===== src/rtl/control_unit_if.sv =====
// Control bundle between the sequencer and the single-bus datapath:
// instruction/handshake inputs plus every enable, select and strobe.
interface control_unit_if;
    logic [31:0] ir;
    logic        mem_ack;
    logic        stop;

    logic        PCout, MARin, IncPc, Zin, Zlowout, Zhighout, PCin;
    logic        MDRin, MDRout, IRin, Yin, HIin, LOin, Cout;
    logic        Gra, Grb, Grc, Rin, Rout, BAout;
    logic        Read, Write;
    logic [3:0]  alu_op;
    logic        run, fault, illegal_op;

    modport master (
        input  ir, mem_ack, stop,
        output PCout, MARin, IncPc, Zin, Zlowout, Zhighout, PCin,
               MDRin, MDRout, IRin, Yin, HIin, LOin, Cout,
               Gra, Grb, Grc, Rin, Rout, BAout,
               Read, Write, alu_op, run, fault, illegal_op
    );

    modport slave (
        output ir, mem_ack, stop,
        input  PCout, MARin, IncPc, Zin, Zlowout, Zhighout, PCin,
               MDRin, MDRout, IRin, Yin, HIin, LOin, Cout,
               Gra, Grb, Grc, Rin, Rout, BAout,
               Read, Write, alu_op, run, fault, illegal_op
    );
endinterface


===== src/rtl/control_unit.sv =====
// Moore T-state sequencer for the 32-bit single-bus datapath: one micro-step
// per clock, outputs decoded from the state register and the opcode only.
module control_unit #(
    parameter int MEM_TIMEOUT = 15
) (
    input  logic          clk,
    input  logic          reset,
    control_unit_if.master bus
);
    localparam int CW = (MEM_TIMEOUT < 1) ? 1 : $clog2(MEM_TIMEOUT + 1);

    typedef enum logic [3:0] {
        S_RST, S_T0, S_T1, S_T2, S_T3, S_T4, S_T5, S_T6, S_T7, S_HALT, S_FAULT
    } state_t;

    typedef enum logic [3:0] {
        K_ALU, K_IMM, K_UNARY, K_MULDIV, K_LDI, K_LD, K_ST, K_NOP, K_HALT, K_ILLEGAL
    } kind_t;

    typedef enum logic [3:0] {
        ALU_ADD = 4'd0, ALU_SUB = 4'd1, ALU_MUL = 4'd2, ALU_DIV = 4'd3,
        ALU_SHR = 4'd4, ALU_SHL = 4'd5, ALU_ROR = 4'd6, ALU_ROL = 4'd7,
        ALU_AND = 4'd8, ALU_OR  = 4'd9, ALU_NEG = 4'd10, ALU_NOT = 4'd11
    } alu_t;

    state_t        state;
    logic [CW-1:0] wait_cnt;
    kind_t         kind;
    alu_t          op_alu;
    logic          mem_wait;
    state_t        t0_or_halt;

    always_comb begin
        // NOTE: every variable written here gets a default first, so no path infers a latch.
        kind   = K_ILLEGAL;
        op_alu = ALU_ADD;
        case (bus.ir[31:27])
            5'b00000: kind = K_LD;
            5'b00001: kind = K_LDI;
            5'b00010: kind = K_ST;
            5'b00011: begin kind = K_ALU;    op_alu = ALU_ADD; end
            5'b00100: begin kind = K_ALU;    op_alu = ALU_SUB; end
            5'b00101: begin kind = K_ALU;    op_alu = ALU_AND; end
            5'b00110: begin kind = K_ALU;    op_alu = ALU_OR;  end
            5'b00111: begin kind = K_ALU;    op_alu = ALU_SHR; end
            5'b01000: begin kind = K_ALU;    op_alu = ALU_SHL; end
            5'b01001: begin kind = K_ALU;    op_alu = ALU_ROR; end
            5'b01010: begin kind = K_ALU;    op_alu = ALU_ROL; end
            5'b01011: begin kind = K_IMM;    op_alu = ALU_ADD; end
            5'b01100: begin kind = K_IMM;    op_alu = ALU_AND; end
            5'b01101: begin kind = K_IMM;    op_alu = ALU_OR;  end
            5'b01110: begin kind = K_MULDIV; op_alu = ALU_MUL; end
            5'b01111: begin kind = K_MULDIV; op_alu = ALU_DIV; end
            5'b10000: begin kind = K_UNARY;  op_alu = ALU_NEG; end
            5'b10001: begin kind = K_UNARY;  op_alu = ALU_NOT; end
            5'b11000: kind = K_NOP;
            5'b11001: kind = K_HALT;
            default:  kind = K_ILLEGAL;
        endcase
    end

    // States that stall on the memory handshake.
    assign mem_wait   = (state == S_T1) ||
                        (state == S_T6 && kind == K_LD) ||
                        (state == S_T7 && kind == K_ST);
    assign t0_or_halt = bus.stop ? S_HALT : S_T0;

    always_ff @(posedge clk) begin
        if (!reset) begin
            // NOTE: sequential state uses non-blocking assignments only.
            state    <= S_RST;
            wait_cnt <= '0;
        end else begin
            wait_cnt <= '0;
            if (mem_wait && !bus.mem_ack) begin
                if (wait_cnt == CW'(MEM_TIMEOUT))
                    state <= S_FAULT;
                else
                    wait_cnt <= wait_cnt + 1'b1;
            end else begin
                case (state)
                    S_RST: state <= t0_or_halt;
                    S_T0:  state <= S_T1;
                    S_T1:  state <= S_T2;
                    S_T2: begin
                        if (kind == K_NOP)       state <= t0_or_halt;
                        else if (kind == K_HALT) state <= S_HALT;
                        else                     state <= S_T3;
                    end
                    S_T3:  state <= (kind == K_ILLEGAL) ? t0_or_halt : S_T4;
                    S_T4:  state <= (kind == K_UNARY) ? t0_or_halt : S_T5;
                    S_T5: begin
                        if (kind == K_ALU || kind == K_IMM || kind == K_LDI)
                            state <= t0_or_halt;
                        else
                            state <= S_T6;
                    end
                    S_T6:    state <= (kind == K_MULDIV) ? t0_or_halt : S_T7;
                    S_T7:    state <= t0_or_halt;
                    S_HALT:  state <= S_HALT;
                    S_FAULT: state <= S_FAULT;
                    default: state <= S_RST;
                endcase
            end
        end
    end

    always_comb begin
        bus.PCout = 1'b0; bus.MARin = 1'b0; bus.IncPc = 1'b0; bus.Zin = 1'b0;
        bus.Zlowout = 1'b0; bus.Zhighout = 1'b0; bus.PCin = 1'b0;
        bus.MDRin = 1'b0; bus.MDRout = 1'b0; bus.IRin = 1'b0; bus.Yin = 1'b0;
        bus.HIin = 1'b0; bus.LOin = 1'b0; bus.Cout = 1'b0;
        bus.Gra = 1'b0; bus.Grb = 1'b0; bus.Grc = 1'b0;
        bus.Rin = 1'b0; bus.Rout = 1'b0; bus.BAout = 1'b0;
        bus.Read = 1'b0; bus.Write = 1'b0;
        bus.alu_op = ALU_ADD;
        bus.illegal_op = 1'b0;
        bus.run   = (state != S_RST) && (state != S_HALT) && (state != S_FAULT);
        bus.fault = (state == S_FAULT);
        case (state)
            S_T0: begin bus.PCout = 1'b1; bus.MARin = 1'b1; bus.IncPc = 1'b1; bus.Zin = 1'b1; end
            S_T1: begin bus.Zlowout = 1'b1; bus.PCin = 1'b1; bus.Read = 1'b1; bus.MDRin = 1'b1; end
            S_T2: begin bus.MDRout = 1'b1; bus.IRin = 1'b1; end
            S_T3: begin
                case (kind)
                    K_ALU, K_IMM: begin bus.Grb = 1'b1; bus.Rout = 1'b1; bus.Yin = 1'b1; end
                    K_UNARY: begin
                        bus.Grb = 1'b1; bus.Rout = 1'b1; bus.alu_op = op_alu; bus.Zin = 1'b1;
                    end
                    K_MULDIV: begin bus.Gra = 1'b1; bus.Rout = 1'b1; bus.Yin = 1'b1; end
                    K_LDI, K_LD, K_ST: begin bus.Grb = 1'b1; bus.BAout = 1'b1; bus.Yin = 1'b1; end
                    K_ILLEGAL: bus.illegal_op = 1'b1;
                    default: ;
                endcase
            end
            S_T4: begin
                case (kind)
                    K_ALU: begin bus.Grc = 1'b1; bus.Rout = 1'b1; bus.alu_op = op_alu; bus.Zin = 1'b1; end
                    K_IMM: begin bus.Cout = 1'b1; bus.alu_op = op_alu; bus.Zin = 1'b1; end
                    K_UNARY: begin bus.Zlowout = 1'b1; bus.Gra = 1'b1; bus.Rin = 1'b1; end
                    K_MULDIV: begin bus.Grb = 1'b1; bus.Rout = 1'b1; bus.alu_op = op_alu; bus.Zin = 1'b1; end
                    K_LDI, K_LD, K_ST: begin bus.Cout = 1'b1; bus.alu_op = ALU_ADD; bus.Zin = 1'b1; end
                    default: ;
                endcase
            end
            S_T5: begin
                case (kind)
                    K_ALU, K_IMM, K_LDI: begin bus.Zlowout = 1'b1; bus.Gra = 1'b1; bus.Rin = 1'b1; end
                    K_MULDIV: begin bus.Zlowout = 1'b1; bus.LOin = 1'b1; end
                    K_LD, K_ST: begin bus.Zlowout = 1'b1; bus.MARin = 1'b1; end
                    default: ;
                endcase
            end
            S_T6: begin
                case (kind)
                    K_MULDIV: begin bus.Zhighout = 1'b1; bus.HIin = 1'b1; end
                    K_LD: begin bus.Read = 1'b1; bus.MDRin = 1'b1; end
                    K_ST: begin bus.Gra = 1'b1; bus.Rout = 1'b1; bus.MDRin = 1'b1; end
                    default: ;
                endcase
            end
            S_T7: begin
                case (kind)
                    K_LD: begin bus.MDRout = 1'b1; bus.Gra = 1'b1; bus.Rin = 1'b1; end
                    K_ST: begin bus.MDRout = 1'b1; bus.Write = 1'b1; end
                    default: ;
                endcase
            end
            default: ;
        endcase
    end
endmodule


===== src/flat_wrapper.sv =====
// flat-port wrapper written by rule: the top's interface ports become plain ports
module control_unit_flat 
#(
    parameter int MEM_TIMEOUT = 15
)
  (clk, reset, bus_ir, bus_mem_ack, bus_stop, bus_PCout, bus_MARin, bus_IncPc, bus_Zin, bus_Zlowout, bus_Zhighout, bus_PCin, bus_MDRin, bus_MDRout, bus_IRin, bus_Yin, bus_HIin, bus_LOin, bus_Cout, bus_Gra, bus_Grb, bus_Grc, bus_Rin, bus_Rout, bus_BAout, bus_Read, bus_Write, bus_alu_op, bus_run, bus_fault, bus_illegal_op);
  control_unit_if bus_i ();
  input  logic clk;
  input  logic reset;
  input wire logic [$bits(bus_i.ir)-1:0] bus_ir;
  input wire logic [$bits(bus_i.mem_ack)-1:0] bus_mem_ack;
  input wire logic [$bits(bus_i.stop)-1:0] bus_stop;
  output wire logic [$bits(bus_i.PCout)-1:0] bus_PCout;
  output wire logic [$bits(bus_i.MARin)-1:0] bus_MARin;
  output wire logic [$bits(bus_i.IncPc)-1:0] bus_IncPc;
  output wire logic [$bits(bus_i.Zin)-1:0] bus_Zin;
  output wire logic [$bits(bus_i.Zlowout)-1:0] bus_Zlowout;
  output wire logic [$bits(bus_i.Zhighout)-1:0] bus_Zhighout;
  output wire logic [$bits(bus_i.PCin)-1:0] bus_PCin;
  output wire logic [$bits(bus_i.MDRin)-1:0] bus_MDRin;
  output wire logic [$bits(bus_i.MDRout)-1:0] bus_MDRout;
  output wire logic [$bits(bus_i.IRin)-1:0] bus_IRin;
  output wire logic [$bits(bus_i.Yin)-1:0] bus_Yin;
  output wire logic [$bits(bus_i.HIin)-1:0] bus_HIin;
  output wire logic [$bits(bus_i.LOin)-1:0] bus_LOin;
  output wire logic [$bits(bus_i.Cout)-1:0] bus_Cout;
  output wire logic [$bits(bus_i.Gra)-1:0] bus_Gra;
  output wire logic [$bits(bus_i.Grb)-1:0] bus_Grb;
  output wire logic [$bits(bus_i.Grc)-1:0] bus_Grc;
  output wire logic [$bits(bus_i.Rin)-1:0] bus_Rin;
  output wire logic [$bits(bus_i.Rout)-1:0] bus_Rout;
  output wire logic [$bits(bus_i.BAout)-1:0] bus_BAout;
  output wire logic [$bits(bus_i.Read)-1:0] bus_Read;
  output wire logic [$bits(bus_i.Write)-1:0] bus_Write;
  output wire logic [$bits(bus_i.alu_op)-1:0] bus_alu_op;
  output wire logic [$bits(bus_i.run)-1:0] bus_run;
  output wire logic [$bits(bus_i.fault)-1:0] bus_fault;
  output wire logic [$bits(bus_i.illegal_op)-1:0] bus_illegal_op;
  assign bus_i.ir = bus_ir;
  assign bus_i.mem_ack = bus_mem_ack;
  assign bus_i.stop = bus_stop;
  assign bus_PCout = bus_i.PCout;
  assign bus_MARin = bus_i.MARin;
  assign bus_IncPc = bus_i.IncPc;
  assign bus_Zin = bus_i.Zin;
  assign bus_Zlowout = bus_i.Zlowout;
  assign bus_Zhighout = bus_i.Zhighout;
  assign bus_PCin = bus_i.PCin;
  assign bus_MDRin = bus_i.MDRin;
  assign bus_MDRout = bus_i.MDRout;
  assign bus_IRin = bus_i.IRin;
  assign bus_Yin = bus_i.Yin;
  assign bus_HIin = bus_i.HIin;
  assign bus_LOin = bus_i.LOin;
  assign bus_Cout = bus_i.Cout;
  assign bus_Gra = bus_i.Gra;
  assign bus_Grb = bus_i.Grb;
  assign bus_Grc = bus_i.Grc;
  assign bus_Rin = bus_i.Rin;
  assign bus_Rout = bus_i.Rout;
  assign bus_BAout = bus_i.BAout;
  assign bus_Read = bus_i.Read;
  assign bus_Write = bus_i.Write;
  assign bus_alu_op = bus_i.alu_op;
  assign bus_run = bus_i.run;
  assign bus_fault = bus_i.fault;
  assign bus_illegal_op = bus_i.illegal_op;
  control_unit #(.MEM_TIMEOUT(MEM_TIMEOUT)) u_core (.clk(clk), .reset(reset), .bus(bus_i));
endmodule

===== config.mk =====
export PLATFORM = sky130hd
export DESIGN_NAME = control_unit_flat
export DESIGN_NICKNAME = d
export VERILOG_FILES = /design/src/rtl/control_unit_if.sv /design/src/rtl/control_unit.sv /design/src/flat_wrapper.sv
export SDC_FILE = /design/constraint.sdc
export NUM_CORES = 1
export LEC_CHECK = 0
export ABC_AREA = 1
export CAP_MARGIN = 25
export CORE_UTILIZATION = 30
export CTS_CLUSTER_DIAMETER = 40
export DETAILED_ROUTE_END_ITERATION = 6
export PLACE_DENSITY = 0.65
export SYNTH_ARGS = -nofsm -noshare
export SYNTH_HDL_FRONTEND = slang
export SYNTH_SLANG_ARGS = --single-unit

===== constraint.sdc =====
create_clock -name clk -period 2.1 [get_ports clk]
set_input_delay 0.42 -clock clk [delete_from_list [all_inputs] [get_ports clk]]
set_output_delay 0.42 -clock clk [all_outputs]
set_load 0.02 [all_outputs]

---- After elaboration in Yosys (flattened, before gate mapping) ----
Index checks and enable logic that the tools add are counted.
cells by class
  $add $sub $neg .......................... 1
  eq/ne operators ......................... 42
  multiplexer cells ....................... 50
  bitwise gates (word level) .............. 2
  reductions and logical operators ........ 31
operators by type and width
  cell                                                                    count
  4-bit 2-to-1 mux                                                        11
  4-bit one-hot mux with 11 select lines                                  1
  5-bit by 4-bit equality test with 1-bit output (second input constant)  8
  4-bit one-hot mux with 10 select lines                                  1
  4-bit one-hot mux with 9 select lines                                   1
  4-bit by 3-bit equality test with 1-bit output (second input constant)  8
  1-bit 2-to-1 mux                                                        25
  4-bit equality test (second input constant)                             6
  5-bit by 3-bit equality test with 1-bit output (second input constant)  4
  5-bit equality test (second input constant)                             4
  4-bit by 2-bit equality test with 1-bit output (second input constant)  4
  3-bit OR reduction                                                      5
  2-bit OR reduction                                                      7
  1-bit one-hot mux with 3 select lines                                   4
  6-bit OR reduction                                                      2
  5-bit by 2-bit equality test with 1-bit output (second input constant)  2
  1-bit one-hot mux with 2 select lines                                   5
  4-bit by 1-bit equality test with 1-bit output (second input constant)  2
  4-bit logical NOT                                                       2
  4-bit != test (second input constant)                                   2
  4-bit one-hot mux with 2 select lines                                   1
  4-bit OR reduction                                                      2
  8-bit OR reduction                                                      1
  5-bit by 1-bit equality test with 1-bit output (second input constant)  1
  other kinds (9)                                                         17
word-level totals
  register bits ........................... 8
  input port bits ......................... 36
  output and inout bits ................... 29
  logic and storage cells ................. 128

---- Depth between registers and ports, before layout ----
  depth after elaboration ................. 10
  depth in mapped cells ................... 14
  mapped depth without buffers ............ 14

---- Least setup slack after synthesis ----
Ideal clock, no wire load.
  kind .................................... in2out
  start ................................... input port bus_ir[30]
  end ..................................... output port bus_alu_op[0]
  arrival ................................. 1.671 ns
  data required time ...................... 1.680 ns
  setup slack ............................. 0.009 ns
  stages on the path ...................... 10
  buffers on the path ..................... 1
  cells stage by stage .................... buf_6 > nor2_4 > nand3_1 > nand3_1 > nor2_1 > nand3_1 > nand3_1 > o21ai_2 > nand2_1 > nor2_1
between the ends
  longest elaborated chain between the ends .. 7
  elaborated cells between the ends (all ways) .. 36
  those cells by class .................... eq/ne (22); mux (5); reduce/logical (9)
ends and longest elaborated chain
  element                                                                       RTL line             source
  start, declared                                                               flat_wrapper.sv:10   input wire logic [$bits(bus_i.ir)-1:0] bus_ir;
  5-bit by 2-bit equality test with 1-bit output, or another cell as far along  control_unit.sv:37   case (bus.ir[31:27])
  8-bit OR reduction (no source line), or another cell as far along             -
  4-bit one-hot mux with 9 select lines                                         control_unit.sv:37
  4-bit by 2-bit equality test with 1-bit output, or another cell as far along  control_unit.sv:137  case (kind)
  3-bit OR reduction (no source line)                                           -
  4-bit 2-to-1 mux                                                              control_unit.sv:137
  4-bit one-hot mux with 2 select lines (*)                                     control_unit.sv:120  case (state)
  end, declared                                                                 flat_wrapper.sv:35   output wire logic [$bits(bus_i.alu_op)-1:0] bus_alu_op;
Mark *: on every way between the ends. The rest lies on a longest branch, timed or not.

---- Worst setup path after layout ----
  start ................................... input port bus_ir[31]
  end ..................................... output port bus_alu_op[1]
The elaborated chain is that of the path after synthesis.

==> impl_metrics.json <==
{
  "syn_inst": 215,
  "tightest_slew_ps": 408,
  "dieArea_sq_um": 4120,
  "synthFlopType": "dfxtp_1",
  "core_sq_um": 3690,
  "report.final.slew_viol_count": 0,
  "maxCapViolCount": 0,
  "drc": 0,
  "clock.fmax_mhz": 428,
  "slew_headroom_pct": 72.5,
  "port_buffers": 37,
  "synth_cell_types": 30,
  "overflow": 0,
  "fin_crit_sh_pct": 111,
  "crit_type": "input port to output pin",
  "die_x_um": 64.2,
  "area.growth.synth_to_final_pct": 114,
  "cts_hold_buf": 0,
  "vdd_ir_drop_max_uv": 406,
  "n_fill_cell": 299,
  "grt_use_total_pct": 25.2,
  "power.leakage_nw": 1.38,
  "clk_latency_ps": 230,
  "start_util_pct": 31.5,
  "post-synth-top-count-cell": "nand2_1",
  "end_kind": "output pin",
  "cts_htree_levels": 1,
  "vias": 2050,
  "grt_max_degree": 8,
  "yosys_warnings": 0,
  "cts.path.max_buffers": 2,
  "yosysTopAreaCell": "nand2_1",
  "die_y_um": 64.2,
  "ys_ff_latch": 8,
  "p_per_area_nw_per_um2": 607,
  "drtIter0Drc": 134,
  "hp-class": "flop to flop",
  "grt_pass1_vias": 1811,
  "first_pass_iters": 5,
  "rsz0062_at_grt": "true",
  "synth-seq-area-share_pct": 13.8,
  "period_needed_ps": 2340,
  "synthTopCellsByCount": "nand2_1 (50), nor2_1 (36), inv_1 (33)",
  "clock_skew_ps": 5.53,
  "cts_made_buffers": 3,
  "layout-drive-gt1-share_pct": 56.5,
  "hold_slack_ps": 447,
  "synth_edf_count": 0,
  "insertedDiodeCount": 0,
  "cts_sinks": 8,
  "drtAntennaViolNets": 0,
  "root_buffer": "clkbuf_8",
  "io_pins": 65,
  "required_ps": 1680,
  "drt-total-wl_um": 6220,
  "finalHoldViolations": 0,
  "worstSetupStartpointType": "input port",
  "synth_top_area_share_pct": 16.2,
  "grt_pass1_wl_um": 8190,
  "syn-cell-area_sq_um": 1160,
  "synth_area_per_cell_sq_um": 5.40,
  "antenna_found_initial": 0,
  "status": "complete, but fails checks",
  "post-dp-hpwl_um": 3160,
  "synth_nets": 252,
  "worstPathArrival_ps": 1920,
  "synth-async-reset-ratio_pct": 0,
  "cts.clk_slew.worst_paths_ps": 40,
  "setup_viol": 13,
  "tritoncts": "done",
  "gp_congestion": 0.931,
  "tns_ps": -1190,
  "cp_max_fo": 6,
  "timing.final.ws_setup_ps": -238,
  "viasPerCell": 5.28,
  "wl_per_cell_um": 16.0,
  "row_count": 22,
  "synth_area_leaders": "nand2_1 (16%), dfxtp_1 (14%), nor2_1 (12%), inv_1 (11%), nand3_1 (9.5%)",
  "final_nets": 379,
  "failed_checks": "negative setup slack"
}
==> power by group <==
part / leakage (nW) / internal [W] / switching, W / total, W
sequential: 0.0652 / 0.000186 / 0.0000236 / 0.000209
combinational: 1.29 / 0.000473 / 0.000637 / 0.00111
clock: 0.0216 / 0.000124 / 0.0000630 / 0.000187
==> worst max-delay path, stage by stage <==
cell	delay, ps
buf_12	110
clkinv_8	40
nand4_1	210
buf_4	230
nand2_1	90
inv_1	90
nand3_1	90
nand3_2	100
o21ai_2	160
buf_4	130
o21a_1	120
buf_6	120
==> cell families after synthesis <==
group,share of synthesized area [%]
fa+ha+maj,1.08
buf+inv,15.6
xor+xnor,0.754
flops,13.8
simple gates,55.3
compound gates,13.5
==> stage by stage <==
stage / instances / total power (W) / utilization [%] / worst slack, ps / cell area [sq um]
3_5_place_dp: 349 / 0.00124 / 53.1 / -1050 / 1960
3_3_place_gp: 349 / 0.00124 / 53.1 / -1020 / 1960
5_1_grt: 388 / 0.00160 / 67.2 / -267 / 2480
4_1_cts: 377 / 0.00141 / 61.5 / -66.1 / 2270
2_1_floorplan: 215 / 0.000737 / - / 9.09 / 1160
6_report: 388 / 0.00151 / 67.2 / -238 / 2480
==> timing repair <==
action                                  CTS  global route
endpoints found under the setup margin   34            24
setup buffers                            25            12
resized for setup                       142            72
pin swaps                                19            17
==> state kept, by name, indices dropped and copies added (netlist names) <==
register         cells
u_core.wait_cnt      4
u_core.state         4
==> routing by layer <==
metal,up-vias,global-route usage (%),part of all wire (%)
met5,-,0,0
li1,942,-,-
met3,51,5.00,9.1
met2,140,41.5,45
met4,0,10.0,6.8
met1,917,31.9,39
==> layout by cell type, fill, tap and decap left out, types with 4 or more instances in the layout <==
master         Yosys  routed
buf_2              1       4
buf_4              2      93
buf_6              1       8
clkbuf_2           0       6
dfxtp_1            8       8
dlygate4sd2_1      0       8
inv_1             33      26
inv_2              6      10
nand2_1           50      40
nand2_2            6      14
nand3_1           22       9
nand3_2            1      12
nand4_1            6       6
nor2_1            36      22
nor2_2             5      10
nor2_4             4      13
o21ai_0            6       4
o21ai_1            4       6
==> area by class of cell <==
type	instances	area, sq um	area share (%)
well taps	48	60.1	2.42
clock buffers	3	41.3	1.66
inverters	40	173	6.96
repair buffers	126	1010	40.7
flip-flops and latches	8	160	6.46
multi-input cells	163	1040	41.8
==> worst paths after layout <==
| path | from | endpoint | slack [ps] | cells past startpoint |
|---|---|---|---|---|
| setup / recovery | bus_ir[31] | bus_alu_op[1] | -240 | 12 |
| hold / removal | u_core.wait_cnt[0]$_SDFF_PP0_ | u_core.wait_cnt[0]$_SDFF_PP0_ | 450 | 1 |
| setup reg to reg | u_core.state[1]$_SDFFE_PN0P_ | u_core.state[0]$_SDFFE_PN0P_ | 320 | 12 |
| hold reg to reg | u_core.wait_cnt[0]$_SDFF_PP0_ | u_core.wait_cnt[0]$_SDFF_PP0_ | 450 | 1 |
Note: power is estimated with default switching activity, not from simulation.
